**config.mk**
```make
export PLATFORM = sky130hd
export DESIGN_NAME = shift_word_serializer
export DESIGN_NICKNAME = d
export VERILOG_FILES = /design/src/rtl/shift_word_serializer.sv
export SDC_FILE = /design/constraint.sdc
export NUM_CORES = 1
export LEC_CHECK = 0
export ABC_AREA = 1
export BUFFER_PORTS_ARGS = -buffer_cell sky130_fd_sc_hd__buf_4
export CORE_MARGIN = 5
export CORE_UTILIZATION = 47
export DETAILED_ROUTE_END_ITERATION = 10
export PLACE_DENSITY_LB_ADDON = 0.3
export SYNTH_ARGS = -nofsm -noshare
export SYNTH_HDL_FRONTEND = slang
export SYNTH_SLANG_ARGS = --single-unit
export TNS_END_PERCENT = 50
```
**constraint.sdc**
```tcl
create_clock -name clk -period 1.2 [get_ports clk]
set_input_delay 0.06 -clock clk [delete_from_list [all_inputs] [get_ports clk]]
set_output_delay 0.06 -clock clk [all_outputs]
set_load 0.02 [all_outputs]
```
**src/rtl/shift_word_serializer.sv**
```systemverilog
// Parallel-in/serial-out stage: takes one N-bit word on a valid/ready handshake and shifts it out
// MSB- or LSB-first, holding each bit DIV cycles; done pulses once per completed frame.
module shift_word_serializer #(
    parameter int N   = 16,
    parameter int DIV = 1
) (
    input  logic         clk,
    input  logic         reset,
    input  logic [N-1:0] in,
    input  logic         in_valid,
    output logic         in_ready,
    input  logic         msb_first,
    output logic         sout,
    output logic         sout_valid,
    output logic         busy,
    output logic         done
);

    localparam int BW = (N > 1) ? $clog2(N) : 1;
    localparam int DW = (DIV > 1) ? $clog2(DIV) : 1;
    localparam logic [BW-1:0] BIT_LAST = BW'(N - 1);
    localparam logic [DW-1:0] DIV_LAST = DW'(DIV - 1);

    typedef enum logic {
        IDLE  = 1'b0,
        SHIFT = 1'b1
    } state_t;

    state_t        state_q, state_d;
    logic [N-1:0]  data_q, data_d;
    logic          msbf_q, msbf_d;
    logic [BW-1:0] bit_cnt_q, bit_cnt_d;
    logic [DW-1:0] div_cnt_q, div_cnt_d;

    logic in_ready_q, in_ready_d;
    logic sout_q, sout_d;
    logic sout_valid_q, sout_valid_d;
    logic busy_q, busy_d;
    logic done_q, done_d;

    always_comb begin
        state_d   = state_q;
        data_d    = data_q;
        msbf_d    = msbf_q;
        bit_cnt_d = bit_cnt_q;
        div_cnt_d = div_cnt_q;
        done_d    = 1'b0;

        case (state_q)
            IDLE: begin
                if (in_valid) begin
                    data_d    = in;
                    msbf_d    = msb_first;
                    bit_cnt_d = '0;
                    div_cnt_d = '0;
                    state_d   = SHIFT;
                end
            end
            SHIFT: begin
                if (div_cnt_q == DIV_LAST) begin
                    div_cnt_d = '0;
                    data_d    = msbf_q ? (data_q << 1) : (data_q >> 1);
                    if (bit_cnt_q == BIT_LAST) begin
                        state_d   = IDLE;
                        bit_cnt_d = '0;
                        done_d    = 1'b1;
                    end else begin
                        bit_cnt_d = bit_cnt_q + BW'(1);
                    end
                end else begin
                    div_cnt_d = div_cnt_q + DW'(1);
                end
            end
            default: state_d = IDLE;
        endcase

        // Outputs are computed from next state so every output port comes straight off a flop.
        in_ready_d   = (state_d == IDLE);
        busy_d       = (state_d == SHIFT);
        sout_valid_d = (state_d == SHIFT);
        sout_d       = (state_d == SHIFT) && (msbf_d ? data_d[N-1] : data_d[0]);
    end

    always_ff @(posedge clk or negedge reset) begin
        if (!reset) begin
            state_q      <= IDLE;
            data_q       <= '0;
            msbf_q       <= 1'b0;
            bit_cnt_q    <= '0;
            div_cnt_q    <= '0;
            in_ready_q   <= 1'b1;
            sout_q       <= 1'b0;
            sout_valid_q <= 1'b0;
            busy_q       <= 1'b0;
            done_q       <= 1'b0;
        end else begin
            state_q      <= state_d;
            data_q       <= data_d;
            msbf_q       <= msbf_d;
            bit_cnt_q    <= bit_cnt_d;
            div_cnt_q    <= div_cnt_d;
            in_ready_q   <= in_ready_d;
            sout_q       <= sout_d;
            sout_valid_q <= sout_valid_d;
            busy_q       <= busy_d;
            done_q       <= done_d;
        end
    end

    assign in_ready   = in_ready_q;
    assign sout       = sout_q;
    assign sout_valid = sout_valid_q;
    assign busy       = busy_q;
    assign done       = done_q;

endmodule

```
==> implementation parameters <==
Parameter                              Value

Status
  Status    finished clean

Layout
  Final layout net count    202
  Utilization of the core after routing    67.6%
  Fin cells    210
  Number of inserted diodes    0
  Fillers    193
  Proportion of layout cells with a drive suffix above 1    27.2%
  Area grow syn2layout    39.6%

Drt
  Detailed Route WL    2.59 mm
  Detailed router's first-iteration violation count    77
  Remaining antenna violation count after routing    0
  Number of detailed-route iterations in the first pass    4
  Residual DRC    0
  Via Count    1,061
  Routed length per instance    12.3 um
  Via density    5.05

Critical path
  Beginning of the worst register-to-register path    busy
  FF-to-FF setup slack    70 ps
  Highest net fanout along the worst path    5
  Cell family contributing the most delay on the critical path    flip-flops
  Crit path launch type    register
  Critical path class    register to output pin
  Critical Path, Cell by Cell    buf_4 -> buf_4
  Delay of the slowest cell on the worst path    470 ps
  Crit-path most repeated cell    buf_4
  Crit path DAT    1080 ps
  CP max-delay cell    dfrtp_2
  Count of buffer and inverter cells on the critical path    2
  Crit. End Element    output pin
  Depth of the worst register-to-register path    5
  Required time worst endpoint    1140 ps
  Worst flop-to-flop path endpoint    data_q[11]

Synth
  Most repeated cell in the gate-level netlist after synthesis    nand2_1
  Library cells used by synthesis    21
  Synthesized instance count    133
  Avg Synthesized Cell Area    8.86 um2
  Post-Syn Nets    154
  Share of flip-flops with an asynchronous set or reset after synthesis    100%
  Post-synth EDFFs    0
  Number of warning messages in the yosys log    0
  Synth Register Bits    25
  Mapped cell area    0.00118 mm2
  Area share of the leading cell type in the synthesized netlist    51.0%
  Dominant cells by area after synthesis    dfrtp_1, nand2_1, a22oi_1
  Share of synthesized area occupied by flip-flops and latches    53.2%
  Synth cell count leaders    nand2_1, dfrtp_1, nand3_1, a22oi_1
  Top cell type by total area after synthesis    dfrtp_1
  Most used DFF post-synth    dfrtp_1

CTS
  Number of buffers added by the clock tree synthesis step    3
  Total number of clock tree sinks    25
  Clk Latency, worst-skew pair    320 ps
  Clock tree from TritonCTS    built
  Library cell used as clock root buffer    clkbuf_4
  Level count of the clock H-tree    1
  Reg clk slew, reported paths    130 ps
  Maximum count of clock buffers along a single path    2

Power and ir drop
  Static Leak    0.000805 uW
  Pwr dens    1980 mW/mm2
  Worst-case vdd ir drop    0.00134 V
  PnR Total Power    3260 uW

GRT
  Largest net degree at the start of global routing    26
  Global-route wire length before repair    4.06 mm
  Number of global-route vias before repair    934
  Overflow left after global routing    0
  Antenna violations before repair    0
  Total global-route track usage    15.1%

Timing
  Post-route clock period utilization    95.3%
  Unrepaired setup endpoints after global routing    no
  Final number of hold-violating endpoints    0
  Setup skew after layout    1.95 ps
  Total Negative Setup Slacks    0 ps
  Count of final setup violators    0
  Worst-margin pin slew    311 ps
  Time the final worst path needs with I/O delays and setup    1140 ps
  Normalized max-slew margin    79.2%
  Worst setup slack after layout    56.7 ps
  Final Max Tran Viols    0
  Max Clk Rate    0.875 GHz

Placement
  Dpl hpwl    1.70 mm
  Instance count after placement with tap cells included    186
  Post-Place Worst Slack    47.1 ps
  Routability Congestion    0.802
  Count of buffers inserted at the top-level ports    24

Floorplanning
  Placement Rows    18
  Floorplan die area    0.00361 mm2
  Number of top-level pins    25
  Die H    60.1 um
  Area of the core    0.00243 mm2
  Chip Width    60.1 um
  Starting density of the core    48.5%

Flow run
  Max Cap Violations    0

Worst hold path
  End point of the most critical hold path    msbf_q
  Kind of path behind the tightest hold check    input port to register
  Worst Hold Depth    3
  Worst Hold Launch    msb_first
## routing by layer
layer / wire length (um) / GRT usage [%]
met1: 1150 / 20.7
met2: 1270 / 23.6
met3: 121 / 2.59
met4: 46 / 6.33
met5: 0 / 0
## per-stage QoR
stage / area (um2) / hold WS (ps)
4_1_cts: 1590 / 48.8
5_1_grt: 1650 / 48.9
3_5_place_dp: 1400 / -19.0
3_3_place_gp: 1400 / -19.5
2_1_floorplan: 1190 / -236
6_report: 1650 / 50.7
## area by class of cell
type	instances	area (um2)	area share (%)
clock inverters	1	5.00	0.304
inverters	5	23.8	1.44
repair buffers	49	437	26.5
flip-flops and latches	25	628	38.2
well taps	30	37.5	2.28
multi-input cells	97	492	29.9
clock buffers	3	22.5	1.37
## state kept, by name, summed over array words and instances, names as in the netlist
name	count
in_ready	1
msbf_q	1
bit_cnt_q	4
sout	1
done	1
busy	1
data_q	16
## worst max-delay path by stage
| stage | start | endpoint | slack [ps] | cells past startpoint |
|---|---|---|---|---|
| 2_1_floorplan | busy | data_q[2] | -7 | 6 |
| 3_3_place_gp | busy | sout | 80 | 6 |
| 3_5_place_dp | busy | sout | 50 | 6 |
| 4_1_cts | busy | sout | 20 | 6 |
| 5_1_grt | busy | data_q[2] | 3 | 5 |
| 6_report | busy | sout_valid | 60 | 2 |
## cell usage in the layout (no fill, tap or decap), drive strengths merged
cell         instances
nand2               55
buf                 33
dfrtp               24
dlygate4sd3         16
nand3               15
a22oi               10
nor2                 6
inv                  5
nand4                4
o21ai                3
clkbuf               3
a21oi                1
a22o                 1
xor2                 1
ha                   1
clkinv               1
dfstp                1
## worst register-to-register path, stage by stage, from the launching register on
cell,delay [ps]
dfrtp_2,470
inv_4,100
nor2_4,60
buf_12,140
a22oi_1,160
nand3_1,90
## cell families after synthesis
logic type	after synthesis	synth area share (%)
compound gates	15	8.81
buf+inv	11	5.73
xor+xnor	1	0.743
flops	25	53.2
fa+ha+maj	1	1.06
simple gates	80	30.5
## timing repair
item | CTS | global route
buffers inserted | 0 | 4
hold endpoints to repair | 40 | 0
endpoints found under the setup margin | 0 | 4
hold buffers | 16 | 0
gates resized for setup | 0 | 4
## power breakdown
part	switching, uW	internal, uW
sequential	269	1180
clock	251	125
combinational	749	689
(Power assumes the default switching activity.)
